$ cat src/rtl/window_scan_ctrl_pkg.sv
// -----------------------------------------------------------------------------
// window_scan_ctrl_pkg
// Shared types and helpers for the 3x3 window scan controller.
//   state_t  : controller FSM states (IDLE, RUN, DONE)
//   STRIDE_* : decoded stride values held in the latched stride register
//   out_dim  : number of output-map positions along one image dimension
// -----------------------------------------------------------------------------
package window_scan_ctrl_pkg;

    typedef enum logic [1:0] {
        IDLE = 2'd0,
        RUN  = 2'd1,
        DONE = 2'd2
    } state_t;

    localparam logic [1:0] STRIDE_1 = 2'd1;
    localparam logic [1:0] STRIDE_2 = 2'd2;

    // Windows along a dimension of img_dim pixels for a 3-tap kernel.
    function automatic int unsigned out_dim(input int unsigned img_dim,
                                            input int unsigned stride);
        return (img_dim - 3) / stride + 1;
    endfunction

endpackage

$ cat src/rtl/window_scan_ctrl_scan_counter.sv
// -----------------------------------------------------------------------------
// window_scan_ctrl_scan_counter
// Raster position counter (column inner, row outer) with stride phase bits.
//   clk_i, reset_i : clock, asynchronous active-high reset
//   clear_i        : synchronous clear of position and phase
//   advance_i      : step one raster position
//   stride2_i      : 1 = stride 2 alignment, 0 = stride 1
//   col_max_i      : last column index (wrap limit)
//   row_max_i      : last row index (wrap limit)
//   col_o, row_o   : current position
//   hit_o          : position is >= OFFSET on both axes and stride aligned
// -----------------------------------------------------------------------------
module window_scan_ctrl_scan_counter #(
    parameter int unsigned CNT_WIDTH = 16,
    parameter int unsigned OFFSET    = 0
) (
    input  logic                 clk_i,
    input  logic                 reset_i,
    input  logic                 clear_i,
    input  logic                 advance_i,
    input  logic                 stride2_i,
    input  logic [CNT_WIDTH-1:0] col_max_i,
    input  logic [CNT_WIDTH-1:0] row_max_i,
    output logic [CNT_WIDTH-1:0] col_o,
    output logic [CNT_WIDTH-1:0] row_o,
    output logic                 hit_o
);

    localparam logic [CNT_WIDTH-1:0] OFF = CNT_WIDTH'(OFFSET);

    logic [CNT_WIDTH-1:0] col_q, col_d;
    logic [CNT_WIDTH-1:0] row_q, row_d;
    logic                 cph_q, cph_d;
    logic                 rph_q, rph_d;
    logic                 col_ok, row_ok;

    // Phase bit holds (pos - OFFSET) mod 2: forced to 0 up to OFFSET, then
    // toggles on every step, so no divider is needed for alignment.
    always_comb begin
        col_d = col_q;
        row_d = row_q;
        cph_d = cph_q;
        rph_d = rph_q;
        if (clear_i) begin
            col_d = '0;
            row_d = '0;
            cph_d = 1'b0;
            rph_d = 1'b0;
        end else if (advance_i) begin
            if (col_q == col_max_i) begin
                col_d = '0;
                cph_d = 1'b0;
                row_d = (row_q == row_max_i) ? '0 : row_q + 1'b1;
                rph_d = (row_d <= OFF) ? 1'b0 : ~rph_q;
            end else begin
                col_d = col_q + 1'b1;
                cph_d = (col_d <= OFF) ? 1'b0 : ~cph_q;
            end
        end
    end

    always_ff @(posedge clk_i or posedge reset_i) begin
        if (reset_i) begin
            col_q <= '0;
            row_q <= '0;
            cph_q <= 1'b0;
            rph_q <= 1'b0;
        end else begin
            col_q <= col_d;
            row_q <= row_d;
            cph_q <= cph_d;
            rph_q <= rph_d;
        end
    end

    generate
        if (OFFSET == 0) begin : g_no_offset
            assign col_ok = 1'b1;
            assign row_ok = 1'b1;
        end else begin : g_offset
            assign col_ok = (col_q >= OFF);
            assign row_ok = (row_q >= OFF);
        end
    endgenerate

    assign col_o = col_q;
    assign row_o = row_q;
    assign hit_o = col_ok & row_ok & (~stride2_i | (~cph_q & ~rph_q));

endmodule

$ cat src/rtl/window_scan_ctrl.sv
// -----------------------------------------------------------------------------
// window_scan_ctrl
// Sequencing controller for a 3x3 window generator fed by a raster stream.
//   clk, reset            : clock, asynchronous active-high reset
//   start, cfg_stride     : frame start pulse (IDLE only), stride latched on it
//   in_valid / in_ready   : upstream pixel handshake
//   lb_shift_en           : generator shift enable (accepted pixel)
//   win_valid / win_ready : downstream window handshake
//   win_row, win_col      : output-map coordinates of the presented window
//   last_win              : final window of the frame
//   busy, done            : frame in progress / one-cycle end-of-frame pulse
// -----------------------------------------------------------------------------
module window_scan_ctrl
    import window_scan_ctrl_pkg::*;
#(
    parameter int unsigned IMG_WIDTH  = 30,
    parameter int unsigned IMG_HEIGHT = 30,
    parameter int unsigned CNT_WIDTH  = 16
) (
    input  logic                 clk,
    input  logic                 reset,
    input  logic                 start,
    input  logic [1:0]           cfg_stride,
    input  logic                 in_valid,
    output logic                 in_ready,
    output logic                 lb_shift_en,
    output logic                 win_valid,
    input  logic                 win_ready,
    output logic [CNT_WIDTH-1:0] win_row,
    output logic [CNT_WIDTH-1:0] win_col,
    output logic                 last_win,
    output logic                 busy,
    output logic                 done
);

    localparam logic [CNT_WIDTH-1:0] IN_COL_MAX  = CNT_WIDTH'(IMG_WIDTH - 1);
    localparam logic [CNT_WIDTH-1:0] IN_ROW_MAX  = CNT_WIDTH'(IMG_HEIGHT - 1);
    localparam logic [CNT_WIDTH-1:0] OUT_COL_S1  = CNT_WIDTH'(out_dim(IMG_WIDTH, 1) - 1);
    localparam logic [CNT_WIDTH-1:0] OUT_COL_S2  = CNT_WIDTH'(out_dim(IMG_WIDTH, 2) - 1);
    localparam logic [CNT_WIDTH-1:0] OUT_ROW_S1  = CNT_WIDTH'(out_dim(IMG_HEIGHT, 1) - 1);
    localparam logic [CNT_WIDTH-1:0] OUT_ROW_S2  = CNT_WIDTH'(out_dim(IMG_HEIGHT, 2) - 1);

    state_t               state_q;
    logic [1:0]           stride_q;
    logic                 busy_q, done_q;

    logic                 stride2, clear, run, wh, accept, win_xfer;
    logic                 in_hit, out_hit;
    logic [CNT_WIDTH-1:0] in_col, in_row;
    logic [CNT_WIDTH-1:0] out_col_max, out_row_max;

    assign stride2     = (stride_q == STRIDE_2);
    assign clear       = (state_q == IDLE) & start;
    assign run         = (state_q == RUN);
    assign out_col_max = stride2 ? OUT_COL_S2 : OUT_COL_S1;
    assign out_row_max = stride2 ? OUT_ROW_S2 : OUT_ROW_S1;

    window_scan_ctrl_scan_counter #(
        .CNT_WIDTH (CNT_WIDTH),
        .OFFSET    (2)
    ) u_in_cnt (
        .clk_i     (clk),
        .reset_i   (reset),
        .clear_i   (clear),
        .advance_i (accept),
        .stride2_i (stride2),
        .col_max_i (IN_COL_MAX),
        .row_max_i (IN_ROW_MAX),
        .col_o     (in_col),
        .row_o     (in_row),
        .hit_o     (in_hit)
    );

    window_scan_ctrl_scan_counter #(
        .CNT_WIDTH (CNT_WIDTH),
        .OFFSET    (0)
    ) u_out_cnt (
        .clk_i     (clk),
        .reset_i   (reset),
        .clear_i   (clear),
        .advance_i (win_xfer),
        .stride2_i (1'b0),
        .col_max_i (out_col_max),
        .row_max_i (out_row_max),
        .col_o     (win_col),
        .row_o     (win_row),
        .hit_o     (out_hit)
    );

    // win_valid is independent of in_ready, so the handshake has no loop.
    assign wh          = run & in_hit;
    assign win_valid   = in_valid & wh;
    assign in_ready    = run & (~wh | win_ready);
    assign accept      = in_valid & in_ready;
    assign lb_shift_en = accept;
    assign win_xfer    = win_valid & win_ready;

    // The output raster runs at offset 0 / stride 1, so out_hit is always set.
    assign last_win = wh & out_hit & (win_row == out_row_max) & (win_col == out_col_max);

    always_ff @(posedge clk or posedge reset) begin
        if (reset) begin
            state_q  <= IDLE;
            stride_q <= STRIDE_1;
            busy_q   <= 1'b0;
            done_q   <= 1'b0;
        end else begin
            done_q <= 1'b0;
            case (state_q)
                IDLE: begin
                    if (start) begin
                        state_q  <= RUN;
                        busy_q   <= 1'b1;
                        stride_q <= (cfg_stride == STRIDE_2) ? STRIDE_2 : STRIDE_1;
                    end
                end
                RUN: begin
                    if (accept && (in_col == IN_COL_MAX) && (in_row == IN_ROW_MAX)) begin
                        state_q <= DONE;
                        busy_q  <= 1'b0;
                        done_q  <= 1'b1;
                    end
                end
                DONE: begin
                    state_q <= IDLE;
                end
                default: begin
                    state_q <= IDLE;
                    busy_q  <= 1'b0;
                end
            endcase
        end
    end

    assign busy = busy_q;
    assign done = done_q;

endmodule

$ cat config.mk
export PLATFORM = sky130hd
export DESIGN_NAME = window_scan_ctrl
export DESIGN_NICKNAME = d
export VERILOG_FILES = /design/src/rtl/window_scan_ctrl_pkg.sv /design/src/rtl/window_scan_ctrl_scan_counter.sv /design/src/rtl/window_scan_ctrl.sv
export SDC_FILE = /design/constraint.sdc
export NUM_CORES = 1
export LEC_CHECK = 0
export CORE_MARGIN = 10
export CORE_UTILIZATION = 30
export CTS_BUF_LIST = sky130_fd_sc_hd__clkbuf_8
export CTS_CLUSTER_SIZE = 12
export DETAILED_ROUTE_END_ITERATION = 16
export SYNTH_ARGS = -nofsm -noshare
export SYNTH_HDL_FRONTEND = slang
export SYNTH_SLANG_ARGS = --single-unit
$ cat constraint.sdc
create_clock -name clk -period 3.3 [get_ports clk]
set_input_delay 0.66 -clock clk [delete_from_list [all_inputs] [get_ports clk]]
set_output_delay 0.66 -clock clk [all_outputs]
set_load 0.01 [all_outputs]
==> key figures <==
Place
  – Final HPWL DP: 9740 um
  – Placer Congestion: just under 0.9
  – Port bufs: 44
  – Post-place setup slack: approximately 180 ps

Synthesis
  – Syn_nets: roughly 600
  – Number of synthesized register bits: slightly above 70
  – Avg Cell Area, Syn: 8.213 um^2
  – Post-Synthesis Cells: around 580
  – Mapped cell area: 4731 um^2
  – Sequential element share of the synthesized area: a little under two fifths
  – Asr flop ratio synth: between 90% and 100%
  – Share of the synthesized area in the top cell type: a little under two fifths
  – Area leader, netlist: dfrtp_1
  – Synth area leaders: dfrtp_1 38%, a21oi_1 4.9%, nor2_1 4.6%
  – Post-synth cell types: 61
  – Number of flops mapped to enable cells by yosys: 0
  – Yosys warns: 0
  – Synth Flop Type: dfrtp_1

CTS
  – Maximum clock path buffer count: 2
  – CTS tree: done
  – Worst skew pair latency: around 360 ps
  – Total clock sinks: 72
  – Htree depth: 3
  – CTS Buf Count: 9
  – Clock root buffer: clkbuf_8
  – CTS Hold Bufs: 0
  – Clock transition at the registers of the reported paths: 80 ps

Critical path
  – Setup crit end: lb_shift_en
  – Setup crit start kind: flip-flop
  – CP max stage delay: about 580 ps
  – Crit path max-delay cell type: or4_4
  – Crit-path max FO: 5
  – Crit path capture type: output pin
  – CP arrival: approximately 2400 ps
  – Worst R2R Setup Slack: slightly below 600 ps
  – Worst-path cell chain: nor4_4 > nand3_2 > or4_4 > a21o_1 > inv_1 > dlygate4sd2_1
  – R2R cell count: 9
  – Worst reg2reg path startpoint: u_in_cnt.row_o[1]$_DFFE_PP0P_
  – Cell family with most CP delay: simple AND/OR/NAND/NOR gates
  – Worst Setup Path Type: reg -> out
  – Worst reg2reg endpoint: u_in_cnt.row_o[11]$_DFFE_PP0P_
  – Buffers & Inverters on Critical Path: 2
  – Levels on crit path: 6
  – CP required: ~2600 ps
  – Worst setup path startpoint: u_in_cnt.col_o[15]$_DFFE_PP0P_

Floorplan
  – Starting Density: between 30% and 40%
  – Die Ht: 145.6 um
  – Core area: between 15000 and 20000 um^2
  – Die area: roughly 21000 um^2
  – Io pins: 45
  – # rows: 45
  – Die X: ~150 um

Finish
  – Commonest non-fill, non-tap cell in the layout: dfrtp_1
  – Layout Nets: 640
  – Final core utilization: 37.49%
  – Diode count: 0
  – Area Growth Syn to Fin: 21.37%
  – Fraction of layout cells with a size suffix above 1: between 10% and 20%
  – Most frequent cells in the layout: 67 x dfrtp_1, 57 x nor2_1, 48 x nand2_1

Run
  – Max_cap viols: 0

STA
  – RSZ-0062 raised after global routing: false
  – F_max: between 0.3 and 0.4 GHz
  – Count of final hold-check violations: 0
  – Final worst-path cycle share: between 90% and 100%
  – Setup TNS: 0 ps
  – Final max-slew violation count: 0
  – Endpoints failing setup: 0
  – Post-layout minimum cycle time: 3057 ps
  – Slew margin rel.: 34.34%
  – Clock Skew: roughly 5.7 ps
  – PnR worst setup slack: 242.9 ps
  – Worst Tran Pin Value: around 1000 ps

Global routing
  – GRT Resource Usage Total: 13.04%
  – Grt ovf: 0
  – Pin count of the biggest net entering global routing: a little over 50
  – First-pass GRT wire length: ~23000 um
  – Antenna violations before repair: 0
  – Vias in the first global route: roughly 4600

Routing
  – ANT nets after route: 0
  – Length of the first detailed-routing pass in iterations: 5
  – Vias/cell: ~5.6
  – DRT iter0 DRCs: between 200 and 300
  – DRC: 0
  – Via count: 4699
  – Final wirelength: around 14000 um
  – Routed len/inst: around 17 um

Min path
  – Hold Crit Class: reg -> reg

Power and ir drop
  – Leak: approximately 2.2 nW
  – Pwr Density: about 370 nW/um^2
  – Max VDD drop: 168.6 uV

Status
  – Status: complete, no violations
[per-layer routing]
metal	vias up	share of wire [%]	track usage (%)
met1	2291	45	16.47
li1	2241	-	-
met2	146	48	21.46
met4	0	1.5	4.853
met5	-	0	0
met3	21	5.6	2.670
[worst min-delay path by stage]
stage,from,endpoint,slack (ps),cells past startpoint
2_1_floorplan,state_q[1]$_DFFE_PP0P_,state_q[0]$_DFFE_PP0P_,450,1
3_3_place_gp,state_q[1]$_DFFE_PP0P_,state_q[0]$_DFFE_PP0P_,460,1
3_5_place_dp,state_q[1]$_DFFE_PP0P_,state_q[0]$_DFFE_PP0P_,490,1
4_1_cts,state_q[1]$_DFFE_PP0P_,state_q[0]$_DFFE_PP0P_,490,1
5_1_grt,state_q[1]$_DFFE_PP0P_,state_q[0]$_DFFE_PP0P_,520,1
6_report,state_q[1]$_DFFE_PP0P_,state_q[0]$_DFFE_PP0P_,490,1
[sequential cells by signal, summed over array words and instances (netlist names)]
register         count
busy                 1
stride_q             2
state_q              2
u_out_cnt.col_o     16
u_out_cnt.row_o     16
u_in_cnt.col_o      16
done                 1
u_in_cnt.row_o      16
u_in_cnt.rph_q       1
u_in_cnt.cph_q       1
[kinds of logic after synthesis]
logic type               synth area share (%)
AO/OA/AOI/OAI                           20.79
XOR/XNOR                                1.666
adder cells (fa/ha/maj)                 2.380
buffers and inverters                   4.390
flip-flops                              38.11
multiplexers                           0.8728
AND/OR/NAND/NOR                         31.79
[synth_stat cells (all sizes together) (6+ instances only)]
| master | instances |
|---|---|
| a21oi | 46 |
| a22o | 14 |
| and3 | 8 |
| and4 | 6 |
| buf | 11 |
| clkbuf | 22 |
| dfrtp | 71 |
| ha | 9 |
| inv | 14 |
| nand2 | 48 |
| nand2b | 7 |
| nand3 | 40 |
| nand3b | 6 |
| nand4 | 15 |
| nand4b | 11 |
| nor2 | 58 |
| nor3 | 18 |
| nor4 | 14 |
| o211ai | 7 |
| o21ai | 42 |
| o22ai | 10 |
| or2 | 7 |
| or3 | 12 |
| or4 | 12 |
| xnor2 | 6 |
[metrics by stage]
step	hold WS, ps	power [W]	std cells	cell area, um^2
finish	489.7	0.002141	839	5742
global route	517.4	0.002250	839	5742
CTS	493.2	0.002148	839	5719
detailed placement	485.4	0.001376	823	5480
global placement	464.5	0.001368	823	5480
floorplan	447.2	0.001258	576	4731
[report_power, final]
part	internal (W)	switching, W
Clock	0.000405	0.000346
Combinational	0.000168	0.000210
Sequential	0.000930	0.0000814
[timing repair]
item | CTS | global route
endpoints found under the setup margin | 4 | 3
buffers inserted | 1 | 0
pin swaps | 2 | 1
endpoints found under the hold margin | 0 | 0
resized for setup | 10 | 7
[worst register-to-register path: stages, from the launching register on]
cell     delay (ps)
dfrtp_2         450
ha_1            180
or4_1           530
nor2_2          140
buf_4           150
a211o_1         140
o21ai_1         220
buf_4           280
or4_1           490
o21ai_0          80
[area by class of cell]
class	count	area, um^2
Clock inverter	3	40.04
Clock buffer	12	165.2
Tap cell	211	264.0
Sequential cell	72	1808
Fill cell	1630	9573
Timing Repair Buffer	70	654.4
Multi-Input combinational cell	457	2758
Inverter	14	52.55
Note: power is estimated with default switching activity, not from simulation.
